File: src/rtl/fifo_uart_tx_drain.sv
// UART transmitter that drains a FIFO one word per frame.
// It issues a single-cycle drop per consumed word and serialises the word LSB first.
module fifo_uart_tx_drain #(
    parameter int DATA_WIDTH   = 8,
    parameter int CLKS_PER_BIT = 868,
    parameter int PARITY_EN    = 0,
    parameter int PARITY_ODD   = 0,
    parameter int STOP_BITS    = 1,
    parameter int CNT_W        = $clog2(CLKS_PER_BIT)
) (
    input  logic                  clk,
    input  logic                  rst,
    input  logic                  enable,
    input  logic                  fifo_empty,
    input  logic [DATA_WIDTH-1:0] fifo_data,
    output logic                  fifo_drop,
    output logic                  tx,
    output logic                  busy,
    output logic                  frame_done
);

    generate
        if (DATA_WIDTH < 5 || DATA_WIDTH > 9) begin : g_bad_width
            $error("fifo_uart_tx_drain: DATA_WIDTH must be 5..9");
        end
        if (STOP_BITS != 1 && STOP_BITS != 2) begin : g_bad_stop
            $error("fifo_uart_tx_drain: STOP_BITS must be 1 or 2");
        end
        if (CLKS_PER_BIT < 2) begin : g_bad_cpb
            $error("fifo_uart_tx_drain: CLKS_PER_BIT must be >= 2");
        end
    endgenerate

    typedef enum logic [2:0] {
        S_IDLE   = 3'd0,
        S_START  = 3'd1,
        S_DATA   = 3'd2,
        S_PARITY = 3'd3,
        S_STOP   = 3'd4
    } state_t;

    localparam logic [CNT_W-1:0] CNT_LAST  = CNT_W'(CLKS_PER_BIT - 1);
    localparam logic [3:0]       IDX_LAST  = 4'(DATA_WIDTH - 1);
    localparam logic             STOP_LAST = 1'(STOP_BITS - 1);
    localparam logic             PAR_ODD   = 1'(PARITY_ODD);

    function automatic logic calc_parity(input logic [DATA_WIDTH-1:0] d, input logic odd);
        return (^d) ^ odd;
    endfunction

    state_t                state_q, state_d;
    logic [CNT_W-1:0]      cnt_q, cnt_d;
    logic [3:0]            idx_q, idx_d;
    logic                  stop_q, stop_d;
    logic [DATA_WIDTH-1:0] shreg_q, shreg_d;
    logic                  par_q, par_d;
    logic                  tx_q, tx_d;
    logic                  drop_q, drop_d;
    logic                  busy_q, busy_d;
    logic                  done_q, done_d;
    logic                  bit_end_s;

    assign bit_end_s = (cnt_q == CNT_LAST);

    // Next-state and next-output logic for the frame sequencer.
    always_comb begin
        state_d = state_q;
        idx_d   = idx_q;
        stop_d  = stop_q;
        shreg_d = shreg_q;
        par_d   = par_q;
        tx_d    = tx_q;
        busy_d  = busy_q;
        drop_d  = 1'b0;
        done_d  = 1'b0;
        if (bit_end_s) begin
            cnt_d = {CNT_W{1'b0}};
        end else begin
            cnt_d = cnt_q + CNT_W'(1);
        end

        case (state_q)
            S_IDLE: begin
                cnt_d  = {CNT_W{1'b0}};
                idx_d  = 4'd0;
                stop_d = 1'b0;
                // fifo_empty is only looked at here, so a stale flag after the drop cannot re-trigger
                if (enable && !fifo_empty) begin
                    shreg_d = fifo_data;
                    par_d   = calc_parity(fifo_data, PAR_ODD);
                    drop_d  = 1'b1;
                    tx_d    = 1'b0;
                    busy_d  = 1'b1;
                    state_d = S_START;
                end else begin
                    tx_d   = 1'b1;
                    busy_d = 1'b0;
                end
            end
            S_START: begin
                if (bit_end_s) begin
                    tx_d    = shreg_q[0];
                    state_d = S_DATA;
                end else begin
                    tx_d = 1'b0;
                end
            end
            S_DATA: begin
                if (bit_end_s) begin
                    if (idx_q == IDX_LAST) begin
                        idx_d = 4'd0;
                        if (PARITY_EN != 0) begin
                            tx_d    = par_q;
                            state_d = S_PARITY;
                        end else begin
                            tx_d    = 1'b1;
                            state_d = S_STOP;
                        end
                    end else begin
                        idx_d   = idx_q + 4'd1;
                        shreg_d = shreg_q >> 1;
                        tx_d    = shreg_q[1];
                    end
                end else begin
                    tx_d = shreg_q[0];
                end
            end
            S_PARITY: begin
                if (bit_end_s) begin
                    tx_d    = 1'b1;
                    state_d = S_STOP;
                end else begin
                    tx_d = par_q;
                end
            end
            S_STOP: begin
                tx_d = 1'b1;
                if (bit_end_s) begin
                    if (stop_q == STOP_LAST) begin
                        stop_d  = 1'b0;
                        busy_d  = 1'b0;
                        done_d  = 1'b1;
                        state_d = S_IDLE;
                    end else begin
                        stop_d = stop_q + 1'b1;
                    end
                end else begin
                    stop_d = stop_q;
                end
            end
            default: begin
                cnt_d   = {CNT_W{1'b0}};
                tx_d    = 1'b1;
                busy_d  = 1'b0;
                state_d = S_IDLE;
            end
        endcase
    end

    // State and output registers with synchronous reset.
    always_ff @(posedge clk) begin
        if (rst) begin
            state_q <= S_IDLE;
            cnt_q   <= {CNT_W{1'b0}};
            idx_q   <= 4'd0;
            stop_q  <= 1'b0;
            shreg_q <= {DATA_WIDTH{1'b0}};
            par_q   <= 1'b0;
            tx_q    <= 1'b1;
            drop_q  <= 1'b0;
            busy_q  <= 1'b0;
            done_q  <= 1'b0;
        end else begin
            state_q <= state_d;
            cnt_q   <= cnt_d;
            idx_q   <= idx_d;
            stop_q  <= stop_d;
            shreg_q <= shreg_d;
            par_q   <= par_d;
            tx_q    <= tx_d;
            drop_q  <= drop_d;
            busy_q  <= busy_d;
            done_q  <= done_d;
        end
    end

    assign fifo_drop  = drop_q;
    assign tx         = tx_q;
    assign busy       = busy_q;
    assign frame_done = done_q;

endmodule

File: config.mk
export PLATFORM = sky130hd
export DESIGN_NAME = fifo_uart_tx_drain
export DESIGN_NICKNAME = d
export VERILOG_FILES = /design/src/rtl/fifo_uart_tx_drain.sv
export SDC_FILE = /design/constraint.sdc
export NUM_CORES = 1
export LEC_CHECK = 0
export ABC_AREA = 1
export CAP_MARGIN = 40
export CORE_MARGIN = 4
export CORE_UTILIZATION = 60
export CTS_BUF_LIST = sky130_fd_sc_hd__clkbuf_16
export DETAILED_ROUTE_END_ITERATION = 8
export PLACE_DENSITY = 0.9
export SLEW_MARGIN = 0
export SYNTH_ARGS = -nofsm -noshare
export SYNTH_HDL_FRONTEND = slang
export SYNTH_SLANG_ARGS = --single-unit
export TNS_END_PERCENT = 10
File: constraint.sdc
create_clock -name clk -period 3.3 [get_ports clk]
set_clock_uncertainty 0.15 [all_clocks]
set_input_delay 0.66 -clock clk [delete_from_list [all_inputs] [get_ports clk]]
set_output_delay 0.66 -clock clk [all_outputs]
set_load 0.03 [all_outputs]
==> flow_results.org <==
** Synthesis
- Number of synthesized register bits :: 30
- The synthesized design devotes to its leading area cell type between 30% and 40% of total area.
- Sequential cells were found to cover between 30% and 40% of the synthesized design area.
- In the synthesized netlist the dominant register cell turns out to be sky130_fd_sc_hd__dfxtp_1.
- The largest total area in the synthesized netlist belongs to sky130_fd_sc_hd__dfxtp_1.
- Summing every instance area after synthesis gives between 1500 and 2000 sq um.
- Averaged over all synthesized cells, the footprint is 6.43 sq um.
- In the post-synthesis netlist, the cell with the most instances is sky130_fd_sc_hd__nand2_1.
- Ys async rst share :: 0%
- During synthesis, Yosys emitted a total of 0 warnings.
- The number of nets handed over by synthesis was ~280.
- Number of cells produced by synthesis :: between 200 and 300
- Counting distinct cell types in the post-synthesis netlist gives 33.
- By count the netlist is led by sky130_fd_sc_hd__nand2_1 (80), sky130_fd_sc_hd__nor2_1 (53), sky130_fd_sc_hd__dfxtp_1 (30).
- By area the synthesized netlist is led by sky130_fd_sc_hd__dfxtp_1 (35%), sky130_fd_sc_hd__nand2_1 (17%), sky130_fd_sc_hd__nor2_1 (12%), sky130_fd_sc_hd__inv_1 (5.7%), sky130_fd_sc_hd__nand3_1 (4.6%).
- Number of synthesized flops with an enable pin :: 0

** Timing
- In the post-route analysis, the smallest setup slack over all paths is around 1.2 ns.
- Max-slew violations :: 0
- Number of hold violations in the final report :: 0
- After routing, the total negative slack on setup checks comes to 0 ns.
- For the pin with the worst max-slew slack, the measured transition is between 0.4 and 0.5 ns.
- Setup violations remaining at the end of the flow were counted as 0.
- In the finished design, the share of the clock period the worst path needs comes to between 60% and 70%.
- Setup repair after global routing left no endpoint under its margin.
- In this run the tightest slew margin relative to its limit is ~71%.
- Highest clock rate :: approximately 0.48 GHz
- Final period demand of the worst path :: 2.10 ns

** Finish
- From synthesis to final layout, the design area changed by 17.3%.
- Number of antenna cells inserted :: 0
- Share of layout cells above drive strength 1 :: approximately a tenth
- In the final design database the tool counted about 300 nets.

** Pwr
- In this run the static leakage power is roughly 0.92 nW.
- Proportion of total power due to net switching :: roughly 36%
- Proportion of power drawn by flip-flops and latches :: a little under two fifths
- Total net switching power :: 0.509 mW
- Per report_power, the clock group accounts for 29.5% of the total.
- The share of total power dissipated in combinational logic is between 30% and 40%.
- Worst-case vdd ir drop :: around 0.5 mV
- P per Cell Area :: between 600 and 700 nW/um^2
- Design internal power :: 0.887 mW

** Clock tree
- Sinks on Clock Net :: 30
- CTS tree :: done
- H-Tree Level Count :: 2
- Counting the buffers created by CTS gives 5.
- After clock tree synthesis, the clock-pin slew on the worst setup and hold paths is 0.05 ns.
- Post-CTS Setup Inserts :: 0
- At the later pin of the worst-skew pair, clock insertion delay measures about 0.28 ns.
- Clock Tree Root :: sky130_fd_sc_hd__clkbuf_16
- For this design, the CTS-stage hold fixing added 0 buffers.
- The clock passes through at most 2 buffers.
- Post-CTS repair changed the size of 0 cells.

** Critical path
- Cell type group with the largest total delay on the critical path :: buffers and inverters
- Data arrives at the worst endpoint at about 2.1 ns.
- Type of element launching the critical path :: primary input
- Buffers plus inverters on the worst setup path :: 2
- Walking the worst path, the cells encountered are clkdlybuf4s50_1 > inv_1 > nand3_2 > nor3_1.
- Along the worst path, the maximum fanout reaches 15.
- Critical path start-end classification :: primary input to register
- Critical path capture point type :: register
- For this run, the slowest stage of the critical path takes around 0.58 ns.
- On the critical path, the stage with the largest delay is an instance of sky130_fd_sc_hd__clkdlybuf4s50_1.
- Required time of the worst setup path :: around 3.3 ns

** Routing
- Dividing the detail-routed wire length by the instance count gives approximately 11 microns.
- After detailed routing, the number of vias per cell comes to around 5.
- DRC violation count after routing :: 0
- The routed design has around 3600 microns of wire.
- The detailed router finished its first iteration with 103 violations.
- Residual antenna-violating net count after detailed routing :: 0
- First-pass DRT Iterations :: 4
- Via count :: ~1600

** Placement
- Timing analysis after detailed placement gives a worst setup slack of slightly below 1 ns.
- In this run the tool buffered the top-level ports with 15 buffer cells.
- The congestion estimate from routability-driven global placement came to 0.850.
- Placed wire-length estimate after detailed placement :: between 2000 and 3000 microns

** Floorplanning
- From left edge to right edge, the die measures ~62 microns.
- Area of the core :: approximately 2800 sq um
- From bottom edge to top edge, the die measures approximately 62 microns.
- The floorplan has 19 rows.
- The die covers about 3800 sq um.
- In this run the count of I/O pins placed on the die edge is 16.
- Initial core utilization :: a little over three fifths

** GRT
- Met2 Usage GRT :: approximately 34%
- Largest net degree at the start of global routing :: 16
- Highest-utilization routing layer at the global route stage :: met2
- For this run the aggregate overflow at the end of global routing stands at 0.
- The via count of the first global-routing pass came to between 1000 and 1500.
- GRT met1 Usage :: between 20% and 30%
- The first global-routing pass estimated between 5000 and 6000 microns of wire.
- The initial antenna violation count was 0.
- Global routing used a little over a fifth of the available tracks.
- Global routing consumed, on the met3 layer, roughly 6.3% of the routing resources.

** Min path
- Worst min-delay path category :: register to register

** Job
- Maxcap violations :: 0

** Run status
- The flow ran to the end, and the final reports show no timing, DRC or antenna violations.
## power groups by stage
stage	Clock (mW)	Sequential [mW]	Combinational (mW)
after floorplan	0	0.524	0.350
after global placement	0	0.519	0.451
after detailed placement	0	0.521	0.459
after CTS	0.415	0.514	0.465
after global routing	0.430	0.524	0.525
final	0.411	0.516	0.469
## layout make-up
class,count,area (sq um)
inverters,30,118
flip-flops and latches,30,601
clock buffers,5,125
fillers,212,737
repair buffers,15,150
clock inverters,1,3.75
multi-input cells,205,985
well taps,31,38.8
## routing by layer
metal / part of all wire (%) / routed length (microns)
met1: 47 / 1680
met4: 2.3 / 82
met3: 4.1 / 146
met5: 0 / 0
met2: 47 / 1690
## sequential cells by signal, indices dropped and copies added (netlist names), 3 cells and up
name	cells
state_q	3
idx_q	4
shreg_q	8
cnt_q	10
## cells by family after synthesis
logic type | Yosys count | synth area share, %
simple gates | 182 | 48.4
buf+inv | 33 | 7.99
flops | 30 | 34.9
compound gates | 18 | 5.81
xor+xnor | 3 | 1.53
fa+ha+maj | 2 | 1.45
## through the flow
step	hold slack (ns)	power, mW	cells	util, %	area, sq um
final	0.318	1.40	317	73.3	2020
after detailed placement	0.308	0.980	311	68.6	1890
after global placement	0.313	0.970	311	68.6	1890
after floorplan	0.289	0.874	268	-	1720
after CTS	0.320	1.39	317	73.3	2020
after global routing	0.343	1.48	317	73.3	2020
## final timing paths
kind,startpoint,end,slack [ns],cells after the start
setup / recovery,rst,cnt_q[6],1.20,4
hold reg to reg,shreg_q[7],shreg_q[7],0.32,2
hold / removal,shreg_q[7],shreg_q[7],0.32,2
setup reg to reg,idx_q[0],shreg_q[6],1.49,10
## tightest hold or removal path, stage by stage, from the launching register on
cell and delay [ns]:
sky130_fd_sc_hd__dfxtp_1 0.31, sky130_fd_sc_hd__nand2_1 0.06, sky130_fd_sc_hd__a21oi_1 0.05
## cells in the final DEF (no fill, tap or decap), drive strengths merged, types with 2 or more instances in the layout
| cell | synthesis | final |
|---|---|---|
| a21oi | 7 | 7 |
| clkbuf | 1 | 5 |
| clkdlybuf4s50 | 0 | 15 |
| clkinv | 1 | 2 |
| dfxtp | 30 | 30 |
| ha | 2 | 2 |
| inv | 29 | 29 |
| nand2 | 89 | 89 |
| nand3 | 18 | 18 |
| nand3b | 7 | 7 |
| nand4 | 3 | 3 |
| nor2 | 59 | 59 |
| nor3 | 2 | 2 |
| o21ai | 6 | 6 |
| or2 | 2 | 2 |
| xor2 | 2 | 2 |
(Power assumes the default switching activity.)
